`src/rtl/uart_frame_sched_pkg.sv`:
```
// Shared constants, state encoding and pacing math for the UART frame scheduler.
package uart_frame_pkg;

  localparam logic [7:0] SOF_BYTE = 8'hA5;
  localparam logic [7:0] CH0_ID   = 8'h00;
  localparam logic [7:0] CH1_ID   = 8'h01;

  typedef enum logic [2:0] {
    ST_IDLE,
    ST_SOF,
    ST_ID,
    ST_LEN,
    ST_PAY,
    ST_CSUM
  } state_t;

  // Ten bits per byte plus one bit of slack, so uart_send is idle before the next launch.
  function automatic int byte_cycles(input int clkFreq, input int bps);
    return (clkFreq / bps) * 11;
  endfunction

endpackage

```
`src/rtl/uart_frame_sched_if.sv`:
```
// Bundle between the two frame sources, the scheduler and the uart_send byte transmitter.
interface uart_frame_sched_if;
  logic [1:0] req;
  logic [7:0] len0;
  logic [7:0] len1;
  logic [7:0] rdata0;
  logic [7:0] rdata1;
  logic [1:0] gnt;
  logic [1:0] rd;
  logic [1:0] done;
  logic       busy;
  logic       tx_en;
  logic [7:0] tx_data;

  modport master (
    output req, len0, len1, rdata0, rdata1,
    input  gnt, rd, done, busy, tx_en, tx_data
  );

  modport slave (
    input  req, len0, len1, rdata0, rdata1,
    output gnt, rd, done, busy, tx_en, tx_data
  );
endinterface

```
`src/rtl/uart_frame_sched_gap_timer.sv`:
```
// Byte-slot timer: restarted by each launch, pulses expired on the last cycle of the slot.
module uart_gap_timer #(
  parameter int CYCLES = 110
) (
  input  logic clk,
  input  logic rst,
  input  logic start,
  output logic expired
);

  localparam int W = $clog2(CYCLES + 1);

  logic [W-1:0] cnt_q;
  logic [W-1:0] cnt_d;

  // Loading CYCLES-1 and firing at 1 lets the next launch register exactly CYCLES after this one.
  always_comb begin
    cnt_d = cnt_q;
    if (start) begin
      cnt_d = W'(CYCLES - 1);
    end else if (cnt_q != '0) begin
      cnt_d = cnt_q - W'(1);
    end
  end

  always_ff @(posedge clk or posedge rst) begin
    if (rst) begin
      cnt_q <= '0;
    end else begin
      cnt_q <= cnt_d;
    end
  end

  assign expired = (cnt_q == W'(1));

endmodule

```
`src/rtl/uart_frame_sched.sv`:
```
// Two-channel round-robin frame scheduler feeding uart_send: SOF, ID, LEN, payload, checksum.
module uart_frame_sched
  import uart_frame_pkg::*;
#(
  parameter int CLK_FREQ = 50000000,
  parameter int UART_BPS = 128000
) (
  input logic               sys_clk,
  input logic               sys_rst,
  uart_frame_sched_if.slave bus
);

  // Must come out at 3 or more for the payload prefetch to land in time.
  localparam int BYTE_CYCLES = byte_cycles(CLK_FREQ, UART_BPS);

  state_t     state_q;
  logic       sofPend_q;
  logic       ch_q;
  logic       prio_q;
  logic [7:0] len_q;
  logic [7:0] remain_q;
  logic [7:0] csum_q;
  logic [7:0] pay_q;
  logic       rdLate_q;
  logic [1:0] gnt_q;
  logic [1:0] rd_q;
  logic [1:0] done_q;
  logic       busy_q;
  logic       txEn_q;
  logic [7:0] txData_q;

  logic       gapExpired;
  logic       grantCh;
  logic [7:0] rdataSel;
  logic [7:0] payByte;
  logic [7:0] chanId;
  logic       rdNeed;

  uart_gap_timer #(.CYCLES(BYTE_CYCLES)) u_gap (
    .clk     (sys_clk),
    .rst     (sys_rst),
    .start   (txEn_q),
    .expired (gapExpired)
  );

  assign grantCh  = (bus.req == 2'b11) ? prio_q : bus.req[1];
  assign rdataSel = ch_q ? bus.rdata1 : bus.rdata0;
  assign payByte  = rdLate_q ? rdataSel : pay_q;
  assign chanId   = ch_q ? CH1_ID : CH0_ID;
  assign rdNeed   = txEn_q && (((state_q == ST_LEN) && (len_q != 8'd0)) ||
                               ((state_q == ST_PAY) && (remain_q != 8'd0)));

  // Each expiry launches the next state's byte on the same edge, keeping launches one slot apart.
  always_ff @(posedge sys_clk or posedge sys_rst) begin
    if (sys_rst) begin
      state_q   <= ST_IDLE;
      sofPend_q <= 1'b0;
      ch_q      <= 1'b0;
      prio_q    <= 1'b0;
      len_q     <= 8'd0;
      remain_q  <= 8'd0;
      csum_q    <= 8'd0;
      pay_q     <= 8'd0;
      rdLate_q  <= 1'b0;
      gnt_q     <= 2'b00;
      rd_q      <= 2'b00;
      done_q    <= 2'b00;
      busy_q    <= 1'b0;
      txEn_q    <= 1'b0;
      txData_q  <= 8'd0;
    end else begin
      gnt_q    <= 2'b00;
      rd_q     <= 2'b00;
      done_q   <= 2'b00;
      txEn_q   <= 1'b0;
      rdLate_q <= |rd_q;
      if (rdLate_q) begin
        pay_q <= rdataSel;
      end
      if (rdNeed) begin
        rd_q <= ch_q ? 2'b10 : 2'b01;
      end

      case (state_q)
        ST_IDLE: begin
          if (|bus.req) begin
            gnt_q     <= grantCh ? 2'b10 : 2'b01;
            ch_q      <= grantCh;
            prio_q    <= ~grantCh;
            len_q     <= grantCh ? bus.len1 : bus.len0;
            csum_q    <= 8'd0;
            busy_q    <= 1'b1;
            sofPend_q <= 1'b1;
            state_q   <= ST_SOF;
          end
        end
        ST_SOF: begin
          if (sofPend_q) begin
            sofPend_q <= 1'b0;
            txEn_q    <= 1'b1;
            txData_q  <= SOF_BYTE;
          end else if (gapExpired) begin
            txEn_q   <= 1'b1;
            txData_q <= chanId;
            csum_q   <= csum_q + chanId;
            state_q  <= ST_ID;
          end
        end
        ST_ID: begin
          if (gapExpired) begin
            txEn_q   <= 1'b1;
            txData_q <= len_q;
            csum_q   <= csum_q + len_q;
            state_q  <= ST_LEN;
          end
        end
        ST_LEN, ST_PAY: begin
          if (gapExpired) begin
            txEn_q <= 1'b1;
            if (((state_q == ST_LEN) && (len_q == 8'd0)) ||
                ((state_q == ST_PAY) && (remain_q == 8'd0))) begin
              txData_q <= csum_q;
              state_q  <= ST_CSUM;
            end else begin
              txData_q <= payByte;
              csum_q   <= csum_q + payByte;
              remain_q <= (state_q == ST_LEN) ? (len_q - 8'd1) : (remain_q - 8'd1);
              state_q  <= ST_PAY;
            end
          end
        end
        ST_CSUM: begin
          if (gapExpired) begin
            done_q  <= ch_q ? 2'b10 : 2'b01;
            busy_q  <= 1'b0;
            state_q <= ST_IDLE;
          end
        end
        default: state_q <= ST_IDLE;
      endcase
    end
  end

  assign bus.gnt     = gnt_q;
  assign bus.rd      = rd_q;
  assign bus.done    = done_q;
  assign bus.busy    = busy_q;
  assign bus.tx_en   = txEn_q;
  assign bus.tx_data = txData_q;

endmodule

```
`src/flat_wrapper.sv`:
```
// flat-port wrapper written by rule: the top's interface ports become plain ports
module uart_frame_sched_flat import uart_frame_pkg::*;
#(
  parameter int CLK_FREQ = 50000000,
  parameter int UART_BPS = 128000
)
  (sys_clk, sys_rst, bus_req, bus_len0, bus_len1, bus_rdata0, bus_rdata1, bus_gnt, bus_rd, bus_done, bus_busy, bus_tx_en, bus_tx_data);
  uart_frame_sched_if bus_i ();
  input logic sys_clk;
  input logic sys_rst;
  input wire logic [$bits(bus_i.req)-1:0] bus_req;
  input wire logic [$bits(bus_i.len0)-1:0] bus_len0;
  input wire logic [$bits(bus_i.len1)-1:0] bus_len1;
  input wire logic [$bits(bus_i.rdata0)-1:0] bus_rdata0;
  input wire logic [$bits(bus_i.rdata1)-1:0] bus_rdata1;
  output wire logic [$bits(bus_i.gnt)-1:0] bus_gnt;
  output wire logic [$bits(bus_i.rd)-1:0] bus_rd;
  output wire logic [$bits(bus_i.done)-1:0] bus_done;
  output wire logic [$bits(bus_i.busy)-1:0] bus_busy;
  output wire logic [$bits(bus_i.tx_en)-1:0] bus_tx_en;
  output wire logic [$bits(bus_i.tx_data)-1:0] bus_tx_data;
  assign bus_i.req = bus_req;
  assign bus_i.len0 = bus_len0;
  assign bus_i.len1 = bus_len1;
  assign bus_i.rdata0 = bus_rdata0;
  assign bus_i.rdata1 = bus_rdata1;
  assign bus_gnt = bus_i.gnt;
  assign bus_rd = bus_i.rd;
  assign bus_done = bus_i.done;
  assign bus_busy = bus_i.busy;
  assign bus_tx_en = bus_i.tx_en;
  assign bus_tx_data = bus_i.tx_data;
  uart_frame_sched #(.CLK_FREQ(CLK_FREQ), .UART_BPS(UART_BPS)) u_core (.sys_clk(sys_clk), .sys_rst(sys_rst), .bus(bus_i));
endmodule
```
`config.mk`:
```
export PLATFORM = sky130hd
export DESIGN_NAME = uart_frame_sched_flat
export DESIGN_NICKNAME = d
export VERILOG_FILES = /design/src/rtl/uart_frame_sched_pkg.sv /design/src/rtl/uart_frame_sched_if.sv /design/src/rtl/uart_frame_sched_gap_timer.sv /design/src/rtl/uart_frame_sched.sv /design/src/flat_wrapper.sv
export SDC_FILE = /design/constraint.sdc
export NUM_CORES = 1
export LEC_CHECK = 0
export BUFFER_PORTS_ARGS = -buffer_cell sky130_fd_sc_hd__buf_2
export CAP_MARGIN = 20
export CORE_MARGIN = 8
export CORE_UTILIZATION = 40
export DETAILED_ROUTE_END_ITERATION = 8
export GPL_ROUTABILITY_DRIVEN = 0
export PLACE_DENSITY = 0.62
export SKIP_CTS_REPAIR_TIMING = 1
export SYNTH_ARGS = -nofsm -noshare
export SYNTH_HDL_FRONTEND = slang
export SYNTH_SLANG_ARGS = --single-unit
```
`constraint.sdc`:
```
create_clock -name sys_clk -period 6.65 [get_ports sys_clk]
set_input_delay 1.33 -clock sys_clk [delete_from_list [all_inputs] [get_ports sys_clk]]
set_output_delay 1.33 -clock sys_clk [all_outputs]
set_load 0.005 [all_outputs]
```
## Word level (Yosys, flattened, before mapping)

Index checks and enable logic that the tools add are counted.

| word-level totals | value |
|---|---|
| flip-flop bits (word level) | 68 |
| bits of input ports | 36 |
| output and inout port bits | 16 |
| logic and storage cells | 111 |

| cells by class | value |
|---|---|
| reduce and logical (&&, ||, !) cells | 29 |
| bitwise gates (word level) | 2 |
| eq/ne operators | 15 |
| add/sub/neg operators | 6 |
| muxes and demuxes | 43 |

Operator list:

| operator | number |
|---|---|
| $mux W8 | 15 |
| $pmux W8 S4 | 1 |
| $mux W13 | 2 |
| $add A8 B8 Y8 | 3 |
| $pmux W8 S3 | 1 |
| $mux W3 | 6 |
| $logic_not A8 Y1 | 2 |
| $reduce_bool A8 Y1 | 2 |
| $sub A8 B1 Y8 const B | 2 |
| $pmux W3 S5 | 1 |
| $mux W2 | 7 |
| $eq A13 B1 Y1 const B | 1 |
| $reduce_bool A13 Y1 | 1 |
| $sub A13 B1 Y13 const B | 1 |
| $ne A2 B1 Y1 const B | 5 |
| $mux W1 | 7 |
| $reduce_and A7 Y1 | 1 |
| $eq A3 B2 Y1 const B | 2 |
| $eq A3 B3 Y1 const B | 2 |
| $pmux W1 S2 | 3 |
| $reduce_and A3 Y1 | 2 |
| $reduce_and A6 Y1 | 1 |
| $reduce_bool A2 Y1 | 3 |
| $reduce_or A2 Y1 | 3 |
| 13 further kinds | 21 |

## Logic depth before layout (Yosys ltp)

Gate-level depths: netlist (run 1).

| logic depth | value |
|---|---|
| depth in word-level cells | 6 |
| gate-level depth with buffers | 14 |

## Cells and area by module

From an unflattened synthesis (run 1), not the netlist that was laid out.

| unflattened totals | value |
|---|---|
| cells, all modules | 456 |
| area, all modules | 4125.2 µm² |

By module, submodules not included:

| module | instances | cells each | area each (µm²) | sequential area each (µm²) |
|---|---|---|---|---|
| uart_frame_sched | 1 | 377 | 3330.7 | 1376.3 |
| uart_gap_timer | 1 | 79 | 794.5 | 325.3 |

## Worst setup path before layout (run 1)

Ideal clock, no wire load.

| timing path | value |
|---|---|
| kind | input to register |
| from | input port bus_rdata1[0] |
| to | register u_core.csum_q[6] |
| required time | 6.529 ns |
| setup slack | 3.450 ns |
| setup time | 0.121 ns |
| buffers on the path | 0 |
| data arrival time | 3.079 ns |
| stages | 11 |
| cells stage by stage | mux2i_1 > a21oi_1 > nand2_1 > a32oi_1 > ha_1 > fa_1 > a21o_1 > a21oi_1 > o21ai_0 > xor2_1 > a22o_1 |

| on the way | value |
|---|---|
| word-level cells in the longest chain between the ends | 6 |

RTL lines:

| what | RTL line | text |
|---|---|---|
| start, declared | flat_wrapper.sv:15 | `input wire logic [$bits(bus_i.rdata1)-1:0] bus_rdata1;` |
| $mux W8 | uart_frame_sched.sv:47 | `assign rdataSel = ch_q ? bus.rdata1 : bus.rdata0;` |
| $mux W8 | uart_frame_sched.sv:48 | `assign payByte = rdLate_q ? rdataSel : pay_q;` |
| named net u_core.payByte[0] | uart_frame_sched.sv:35 | `logic [7:0] payByte;` |
| $add A8 B8 Y8 | uart_frame_sched.sv:126 | `csum_q <= csum_q + payByte;` |
| $mux W8 | uart_frame_sched.sv:120 | `if (((state_q == ST_LEN) && (len_q == 8'd0)) \|\|` |
| $mux W8 | uart_frame_sched.sv:118 | `if (gapExpired) begin` |
| $pmux W8 S4 | uart_frame_sched.sv:84 | `case (state_q)` |
| end signal, assigned | uart_frame_sched.sv:105 | `csum_q <= csum_q + chanId;` |
| end signal, assigned | uart_frame_sched.sv:113 | `csum_q <= csum_q + len_q;` |
| end signal, assigned | uart_frame_sched.sv:126 |  |
| end, declared | uart_frame_sched.sv:22 | `logic [7:0] csum_q;` |

The timed path passes the listed nets, and every way through them passes these cells. The select of a mux whose other input is x is not followed.
A chain may end at the register's enable or synchronous reset.

## Worst setup path after layout (run 1)

| timing path | value |
|---|---|
| from | register u_core.state_q[0] |
| to | register u_core.csum_q[7] |

| on the way | value |
|---|---|
| word-level cells in the longest chain between the ends | 5 |

RTL lines:

| what | RTL line | text |
|---|---|---|
| start, declared | uart_frame_sched.sv:16 | `state_t state_q;` |
| start signal, assigned | uart_frame_sched.sv:56 | `state_q <= ST_IDLE;` |
| start signal, assigned | uart_frame_sched.sv:94 | `state_q <= ST_SOF;` |
| start signal, assigned | uart_frame_sched.sv:106 | `state_q <= ST_ID;` |
| $eq A3 B2 Y1 / $eq A3 B3 Y1 (equally long branches) | uart_frame_sched.sv:84, uart_frame_sched.sv:120, uart_frame_sched.sv:121 |  |
| $logic_and A1 B1 Y1 (on tied branches) | uart_frame_sched.sv:120, uart_frame_sched.sv:121 |  |
| $logic_or A1 B1 Y1 | uart_frame_sched.sv:120 |  |
| $ne A2 B2 Y1 (no line) | -- |  |
| $reduce_and A7 Y1 (no line) | -- |  |

Several ways; a longest one is shown, not always the timed one.

==> results.py, run 1 <==
metrics = {
    "yosys": {
        "synth_edf_count": 0,
        "ys_seq_elements": 68,
        "netlist_instances": 428,
        "muxShareOfSynthArea_pct": 5.41,
        "synthAdderAreaFrac_pct": 3.65,
        "yosysTopAreaCell": "dfrtp_1",
        "synth-compound-area-share_pct": 18.5,
        "syn-num-nets": 475,
        "seq_area_frac_synth_pct": 42.8,
        "yosys.area_share.simple_pct": 22.6,
        "synth_area_per_cell_um2": 9.29,
        "async_reset_ff_share_pct": 100,
        "post_synth_instance_area_um2": 3980,
        "ys.warnings.count": 0,
        "synth_xor_area_share_pct": 3.08,
        "synth_top_family_by_area": "simple AND/OR/NAND/NOR gates",
        "synthFlopType": "dfrtp_1",
        "synth_top_area_share_pct": 42.8,
        "synth_cell_types": 60,
        "synth.area.top_cells": "dfrtp_1 43%, nor2_1 4.7%, nand2_1 3.9%",
    },
    "sta": {
        "fmax_ghz": 0.264,
        "tightest_slew_ns": 0.918,
        "finalHoldViolCount": 0,
        "setup_violations": 0,
        "timing.final.crit_share_pct": 56.9,
        "clock_skew_ns": 0.00511,
        "post-route-min-period_ns": 3.79,
        "rsz0062_at_grt": "false",
        "timing.final.ws_setup_ns": 2.86,
        "slew_headroom_pct": 38.7,
        "final.setup.tns_ns": 0,
        "slew_viol_final": 0,
    },
    "critical_path": {
        "worstSetupEndpointType": "flip-flop",
        "cp_max_fo": 20,
        "worstSetupPathType": "flip-flop to flip-flop",
        "start_kind": "flip-flop",
        "worstPathArrival_ns": 4.02,
        "required_ns": 6.89,
        "rrSetupSlack_ns": 2.86,
    },
    "clock_network": {
        "root_buffer": "clkbuf_8",
        "cts_buffer_depth": 2,
        "cts_sinks": 68,
        "clk_pin_slew_worst_paths_ns": 0.08,
        "cts_buffers": 9,
        "htreeDepth": 3,
        "clock_latency_ns": 0.35,
        "cts_tree": "done",
    },
    "global_routing": {
        "antenna_found_initial": 0,
        "grtUsageTotal_pct": 16.3,
        "grt_pass1_vias": 3344,
        "grt_first_pass_wirelength_um": 17200,
        "grt_max_degree": 69,
        "overflow": 0,
    },
    "die": {
        "rows": 36,
        "ios": 52,
        "die_w_um": 116,
        "die_h_um": 116,
        "core_region_area_um2": 9730,
        "die_area_um2": 13400,
        "initial_utilization_pct": 40.9,
    },
    "run_status": {
        "status": "complete, no violations",
    },
    "power_and_ir_drop": {
        "ir_worst_vdd_mv": 0.0919,
        "p_leak_uw": 0.00219,
        "power.density_nw_per_um2": 189,
    },
    "finish": {
        "area_growth_pct": 13.7,
        "fin_area_um2": 4520,
        "nets": 516,
        "drive_gt1_share_pct": 17.7,
        "antenna_cells": 0,
        "final_cells": 607,
    },
    "routing": {
        "ant_nets": 0,
        "vias": 3435,
        "wirelength_um": 10300,
        "drt-vias-per-instance": 5.66,
        "wire_per_inst_um": 17.0,
        "route.detailed.drc": 0,
        "first_iter_violations": 284,
        "drtPass1Iterations": 5,
    },
    "placement": {
        "pre_cts_ws_ns": 2.96,
        "hpwl_um": 7310,
        "dpl_cell_area_um2": 4290,
        "io_buffers": 51,
        "dp.cells": 591,
    },
    "job": {
        "drv_cap": 0,
    },
    "worst_hold_path": {
        "hold_class": "flip-flop to flip-flop",
    },
}
==> cells in the final DEF (no fill, tap or decap), drive strengths merged, types with 10 or more instances in the layout <==
master | synthesis | routed
dfrtp | 68 | 68
buf | 7 | 53
nor2 | 50 | 50
nand2 | 41 | 41
a21oi | 28 | 28
o21ai | 20 | 20
nor3 | 15 | 15
mux2i | 14 | 14
a21o | 13 | 13
clkbuf | 16 | 11
ha | 10 | 10
inv | 10 | 10
==> metrics by stage <==
step	hold slack (ns)	total power, µW	util [%]
global placement	0.459	473	44.1
global route	0.497	886	46.5
finish	0.475	855	46.5
floorplan	0.460	453	-
CTS	0.479	865	46.5
detailed placement	0.464	473	44.1
==> cells by family after synthesis <==
| group | count (synthesis) |
|---|---|
| flops | 68 |
| buf+inv | 33 |
| fa+ha+maj | 11 |
| simple gates | 175 |
| xor+xnor | 14 |
| mux | 20 |
| compound gates | 107 |
==> layer usage <==
layer | wire length [µm] | track usage [%] | share of wire (%)
met1 | 4450 | 20.3 | 43
met2 | 5140 | 26.8 | 50
met3 | 464 | 2.81 | 4.5
met4 | 297 | 7.95 | 2.9
met5 | 0 | 0 | 0
==> worst paths after layout <==
path                                                 to  cells after the start                     startpoint
min in group asynchronous   u_core.len_q[2]$_DFFE_PP0P_                      3                        sys_rst
min                           u_core.rdLate_q$_DFF_PP0_                      1     u_core.bus.rd[1]$_DFF_PP0_
max                        u_core.csum_q[7]$_DFFE_PP0P_                     11  u_core.state_q[0]$_DFFE_PP0P_
max reg2reg                u_core.csum_q[7]$_DFFE_PP0P_                     11  u_core.state_q[0]$_DFFE_PP0P_
max in group asynchronous       u_core.ch_q$_DFFE_PP0P_                      3                        sys_rst
min reg2reg                   u_core.rdLate_q$_DFF_PP0_                      1     u_core.bus.rd[1]$_DFF_PP0_
==> power breakdown <==
group	internal [µW]	switching [µW]
sequential	418	12.5
combinational	16.7	17.0
clock	223	168
==> area by class of cell <==
type	instances	area, µm²
flip-flops and latches	68	1700
fillers	952	5210
clock buffers	11	141
well taps	133	166
clock inverters	5	85.1
multi-input cells	327	2120
inverters	10	37.5
repair buffers	53	270
==> registers in the layout (all words and copies together) (netlist names) <==
register            count
u_core.u_gap.cnt_q     13
u_core.bus.tx_data      8
u_core.csum_q           8
u_core.len_q            8
u_core.pay_q            8
u_core.remain_q         8
u_core.state_q          3
u_core.bus.done         2
u_core.bus.gnt          2
u_core.bus.rd           2
u_core.bus.busy         1
u_core.bus.tx_en        1
u_core.ch_q             1
u_core.prio_q           1
u_core.rdLate_q         1
u_core.sofPend_q        1
==> critical path, cell delays in order (launching register included) <==
cell	delay (ns)
dfrtp_1	0.70
nand3b_1	0.65
nand2_1	0.74
nand2_1	0.10
nand2_1	0.14
ha_1	0.24
a21oi_1	0.13
nor2b_1	0.07
o31a_1	0.25
o41ai_1	0.32
xor2_1	0.11
a22o_1	0.21
==> cell usage after synthesis (all sizes together) (5+ instances only) <==
master / instances
nor2: 50
clkbuf: 16
dfrtp: 68
buf: 7
inv: 10
ha: 10
nand2: 41
xnor2: 7
a21oi: 28
o21ai: 20
mux2i: 14
a21o: 13
nand2b: 7
or4: 6
a22o: 5
a31oi: 5
nand3: 6
a211oi: 5
mux2: 6
and3: 9
xor2: 7
nor4: 9
nor3: 15
nor2b: 5
a221o: 8
No activity file was read; power rests on OpenSTA's default activity.
==> run 2: changes to the inputs <==
- PLACE_DENSITY: 0.62 -> 0.64
- clock period: 6.65 -> 3.4 ns (I/O delays scaled with it)
==> results.py, run 2 (same netlist as run 1, synthesis figures left out) <==
metrics = {
    "critical_path": {
        "required_ns": 3.63,
        "worstSetupPathType": "flip-flop to flip-flop",
        "cp_max_fo": 18,
        "start_kind": "flip-flop",
        "worstSetupEndpointType": "flip-flop",
        "r2r_start": "u_core.state_q[2]$_DFFE_PP0P_",
        "worstPathArrival_ns": 3.19,
        "crit_path_start": "u_core.state_q[2]$_DFFE_PP0P_",
    },
    "clock_network": {
        "cts_buffers": 9,
        "root_buffer": "clkbuf_8",
        "clk_pin_slew_worst_paths_ns": 0.07,
        "clock_latency_ns": 0.35,
        "cts_tree": "done",
        "cts_buffer_depth": 2,
        "cts_sinks": 68,
        "htreeDepth": 3,
    },
    "sta": {
        "timing.final.ws_setup_ns": 0.443,
        "rsz0062_at_grt": "false",
        "slew_viol_final": 0,
        "finalHoldViolCount": 0,
        "timing.final.crit_share_pct": 87.0,
        "clock_skew_ns": 0.0104,
        "slew_headroom_pct": 40.2,
        "fmax_ghz": 0.338,
        "final.setup.tns_ns": 0,
        "tightest_slew_ns": 0.896,
        "setup_violations": 0,
        "post-route-min-period_ns": 2.96,
    },
    "placement": {
        "dp.cells": 602,
        "io_buffers": 51,
        "hpwl_um": 7620,
        "pre_cts_ws_ns": 0.454,
    },
    "finish": {
        "final_cell_mix": "68 x dfrtp_1, 51 x buf_2, 50 x nor2_1",
        "final_cells": 617,
        "max_flop_register": "u_core.u_gap.cnt_q",
        "nets": 527,
        "largest_register_ffs": 13,
        "area_growth_pct": 14.3,
        "final_common_cell": "dfrtp_1",
        "antenna_cells": 0,
        "drive_gt1_share_pct": 19.4,
    },
    "power_and_ir_drop": {
        "p_sw_uw": 371,
        "p_int_uw": 1120,
        "p_leak_uw": 0.00222,
        "ir_worst_vdd_mv": 0.178,
        "pwr-share-clk_pct": 38.2,
        "netSwitchingFraction_pct": 24.9,
        "combPwrFrac_pct": 6.0,
        "seq_power_share_pct": 55.8,
        "power.density_nw_per_um2": 327,
    },
    "routing": {
        "drtPass1Iterations": 5,
        "route.detailed.drc": 0,
        "vias": 3451,
        "first_iter_violations": 214,
        "wirelength_um": 10400,
        "drt-vias-per-instance": 5.59,
        "wire_per_inst_um": 16.9,
        "ant_nets": 0,
    },
    "global_routing": {
        "overflow": 0,
        "grt_first_pass_wirelength_um": 17000,
        "grt_pass1_vias": 3363,
        "grt_max_degree": 69,
        "grtUsageTotal_pct": 16.3,
        "antenna_found_initial": 0,
    },
    "run_status": {
        "status": "complete, no violations",
    },
    "worst_hold_path": {
        "hold_class": "input port to async pin",
    },
    "die": {
        "initial_utilization_pct": 40.9,
        "rows": 36,
        "die_h_um": 116,
        "core_region_area_um2": 9730,
        "die_w_um": 116,
        "die_area_um2": 13400,
        "ios": 52,
    },
    "job": {
        "drv_cap": 0,
    },
}
[run 2: cell type report]
cell class                      instances  area, µm²
Fill cell                             986       5180
Multi-Input combinational cell        327       2120
Sequential cell                        68       1700
Timing Repair Buffer                   64        365
Tap cell                              133        166
Clock buffer                           10        128
Inverter                               10       37.5
Clock inverter                          5       30.0
[run 2: worst paths after layout]
path / to / slack, ns / cells after the start
setup reg to reg: u_core.csum_q[5]$_DFFE_PP0P_ / 0.44 / 6
hold / removal: u_core.remain_q[6]$_DFFE_PP0P_ / 0.38 / 3
hold reg to reg: u_core.rdLate_q$_DFF_PP0_ / 0.46 / 1
setup / recovery: u_core.csum_q[5]$_DFFE_PP0P_ / 0.44 / 6
min in group sys_clk: u_core.rdLate_q$_DFF_PP0_ / 0.46 / 1
max in group asynchronous: u_core.sofPend_q$_DFFE_PP0P_ / 2.69 / 3
[run 2: metrics by stage]
step	utilization (%)	cell area [µm²]	total power, µW	hold slack, ns
2_1_floorplan	-	3980	886	0.460
3_3_place_gp	45.1	4390	935	0.449
3_5_place_dp	45.1	4390	937	0.452
4_1_cts	46.7	4550	1500	0.417
5_1_grt	46.7	4550	1550	0.440
6_report	46.7	4550	1490	0.380
[run 2: critical path: stages, from the launching register on]
cell and delay (ns):
dfrtp_1 0.60, nand3b_1 0.21, buf_4 0.25, o32a_1 0.77, o2111ai_4 0.31, or2_1 0.42, a22o_1 0.28
[run 2: power groups by stage]
stage	registers, µW	clock network (µW)	logic [µW]
6_report	830	568	89.3
5_1_grt	831	615	99.7
4_1_cts	830	579	91.0
3_5_place_dp	846	0	90.8
3_3_place_gp	845	0	89.4
2_1_floorplan	842	0	44.0
[run 2: per-layer routing]
| layer | share of wire, % | track usage, % | vias up |
|---|---|---|---|
| li1 | - | - | 1658 |
| met1 | 43 | 19.8 | 1673 |
| met2 | 49 | 26.8 | 98 |
| met3 | 4.2 | 2.87 | 22 |
| met4 | 3.1 | 8.90 | 0 |
| met5 | 0 | 0 | - |
==> run 3: changes to the inputs <==
- CELL_PAD_IN_SITES_DETAIL_PLACEMENT: unset -> 1
- CELL_PAD_IN_SITES_GLOBAL_PLACEMENT: unset -> 2
- CORE_UTILIZATION: 40 -> 33
- PLACE_DENSITY: 0.64 -> 0.8
==> results.py, run 3 (same netlist as run 1, synthesis figures left out) <==
metrics = {
    "routing": {
        "wirelength_um": 11900,
        "route.detailed.drc": 0,
        "drtPass1Iterations": 4,
        "ant_nets": 0,
        "vias": 3462,
        "wire_per_inst_um": 18.8,
        "drt-vias-per-instance": 5.46,
        "first_iter_violations": 139,
    },
    "sta": {
        "finalHoldViolCount": 0,
        "final.setup.tns_ns": 0,
        "post-route-min-period_ns": 2.93,
        "hold_ws_ns": 0.447,
        "tightest_slew_ns": 0.668,
        "timing.final.ws_setup_ns": 0.469,
        "timing.final.crit_share_pct": 86.2,
        "clock_skew_ns": 0.00486,
        "slew_headroom_pct": 55.1,
        "rsz0062_at_grt": "false",
        "fmax_ghz": 0.341,
        "slew_viol_final": 0,
        "setup_violations": 0,
    },
    "critical_path": {
        "crit_chain": "inv_1 > nand2_1 > nor2_1 > nand2_1 > nand2_1 > ha_1 > a21oi_1 > nor2b_1 > o31a_1 > o41ai_1 > xor2_1 > a22o_1",
        "cp_max_fo": 9,
        "worstSetupEndpointType": "flip-flop",
        "cp_slowest_cell": "nor2_1",
        "worstPathArrival_ns": 3.15,
        "path_common_cell": "nand2_1",
        "critical-path-max-stage-delay_ns": 0.53,
        "cp.buffers_inverters": 1,
        "worstSetupPathType": "flip-flop to flip-flop",
        "required_ns": 3.62,
        "critPathTopFamily": "simple AND/OR/NAND/NOR gates",
        "start_kind": "flip-flop",
    },
    "clock_network": {
        "root_buffer": "clkbuf_16",
        "cts_sinks": 68,
        "cts_tree": "done",
        "cts_buffers": 9,
        "clk_pin_slew_worst_paths_ns": 0.06,
        "clock_latency_ns": 0.33,
        "cts_buffer_depth": 2,
        "htreeDepth": 3,
    },
    "finish": {
        "fillers": 1386,
        "antenna_cells": 0,
        "fin_area_um2": 4770,
        "area_growth_pct": 20.0,
        "drive_gt1_share_pct": 20.1,
        "nets": 529,
        "final_core_util_pct": 40.1,
        "max_flop_register": "u_core.u_gap.cnt_q",
        "largest_register_ffs": 13,
        "final_cell_mix": "68 x dfrtp_1, 51 x buf_2, 50 x nor2_1",
        "final_common_cell": "dfrtp_1",
    },
    "run_status": {
        "status": "complete, no violations",
    },
    "power_and_ir_drop": {
        "power.density_nw_per_um2": 424,
        "ir_worst_vdd_mv": 0.240,
        "p_leak_uw": 0.00232,
    },
    "global_routing": {
        "grt_first_pass_wirelength_um": 19800,
        "grt_pass1_vias": 3775,
        "overflow": 0,
        "grt_max_degree": 41,
        "grtUsageTotal_pct": 15.6,
        "antenna_found_initial": 0,
    },
    "die": {
        "die_w_um": 126,
        "initial_utilization_pct": 33.4,
        "die_area_um2": 15800,
        "ios": 52,
        "rows": 40,
        "die_h_um": 126,
        "core_region_area_um2": 11900,
    },
    "worst_hold_path": {
        "hold_class": "input port to async pin",
    },
    "placement": {
        "io_buffers": 51,
        "dpl_cell_area_um2": 4420,
        "pre_cts_ws_ns": 0.487,
        "hpwl_um": 8950,
    },
    "job": {
        "drv_cap": 0,
    },
}
==> run 3: changes by cell type in the layout (fill, tap and decap cells not counted), moves of 2 or more <==
cell | before | now
buf_4 | 12 | 14
bufinv_16 | 0 | 3
clkbuf_16 | 0 | 9
clkbuf_8 | 9 | 1
clkinv_2 | 3 | 1
==> run 3: final cells by class <==
cell class / instances / area [µm²] / share of cell area [%]
multi-input combinational: 327 / 2120 / 44.4
sequential: 68 / 1700 / 35.7
timing repair buffer: 66 / 380 / 7.97
clock buffer: 10 / 239 / 5.01
tap: 147 / 184 / 3.85
clock inverter: 6 / 111 / 2.33
inverter: 10 / 37.5 / 0.787
==> run 3: final timing paths <==
path	from	to	cells past startpoint	slack, ns
max reg2reg	u_core.state_q[2]$_DFFE_PP0P_	u_core.csum_q[7]$_DFFE_PP0P_	12	0.47
max in group asynchronous	sys_rst	u_core.bus.tx_data[1]$_DFFE_PP0P_	3	2.31
min in group sys_clk	u_core.bus.rd[1]$_DFF_PP0_	u_core.rdLate_q$_DFF_PP0_	1	0.47
max	u_core.state_q[2]$_DFFE_PP0P_	u_core.csum_q[7]$_DFFE_PP0P_	12	0.47
min	sys_rst	u_core.remain_q[5]$_DFFE_PP0P_	2	0.45
min reg2reg	u_core.bus.rd[1]$_DFF_PP0_	u_core.rdLate_q$_DFF_PP0_	1	0.47
==> run 3: worst register-to-register path: stages, from the launching register on <==
cell,delay [ns]
dfrtp_1,0.38
inv_1,0.13
nand2_1,0.13
nor2_1,0.53
nand2_1,0.17
nand2_1,0.14
ha_1,0.24
a21oi_1,0.14
nor2b_1,0.08
o31a_1,0.25
o41ai_1,0.32
xor2_1,0.12
a22o_1,0.21
==> run 3: layer usage <==
metal  share of wire (%)  track usage (%)
met3                 3.3             3.08
met5                   0                0
met1                  42             17.9
met4                 1.7             5.66
met2                  53             28.3
==> run 3: where the power goes <==
part	leakage [µW]	internal, µW	total (µW)	switching, µW
sequential	0.000845	819	834	14.6
combinational	0.00130	40.2	87.4	47.1
clock	0.000169	736	1100	365
total	0.00232	1600	2020	427
==> run 3: per-stage QoR <==
stage                     power (µW)  std cells
final                           2020        634
after global routing            2080        634
after CTS                       2040        634
after detailed placement         938        618
after global placement           936        618
after floorplan                  886        428
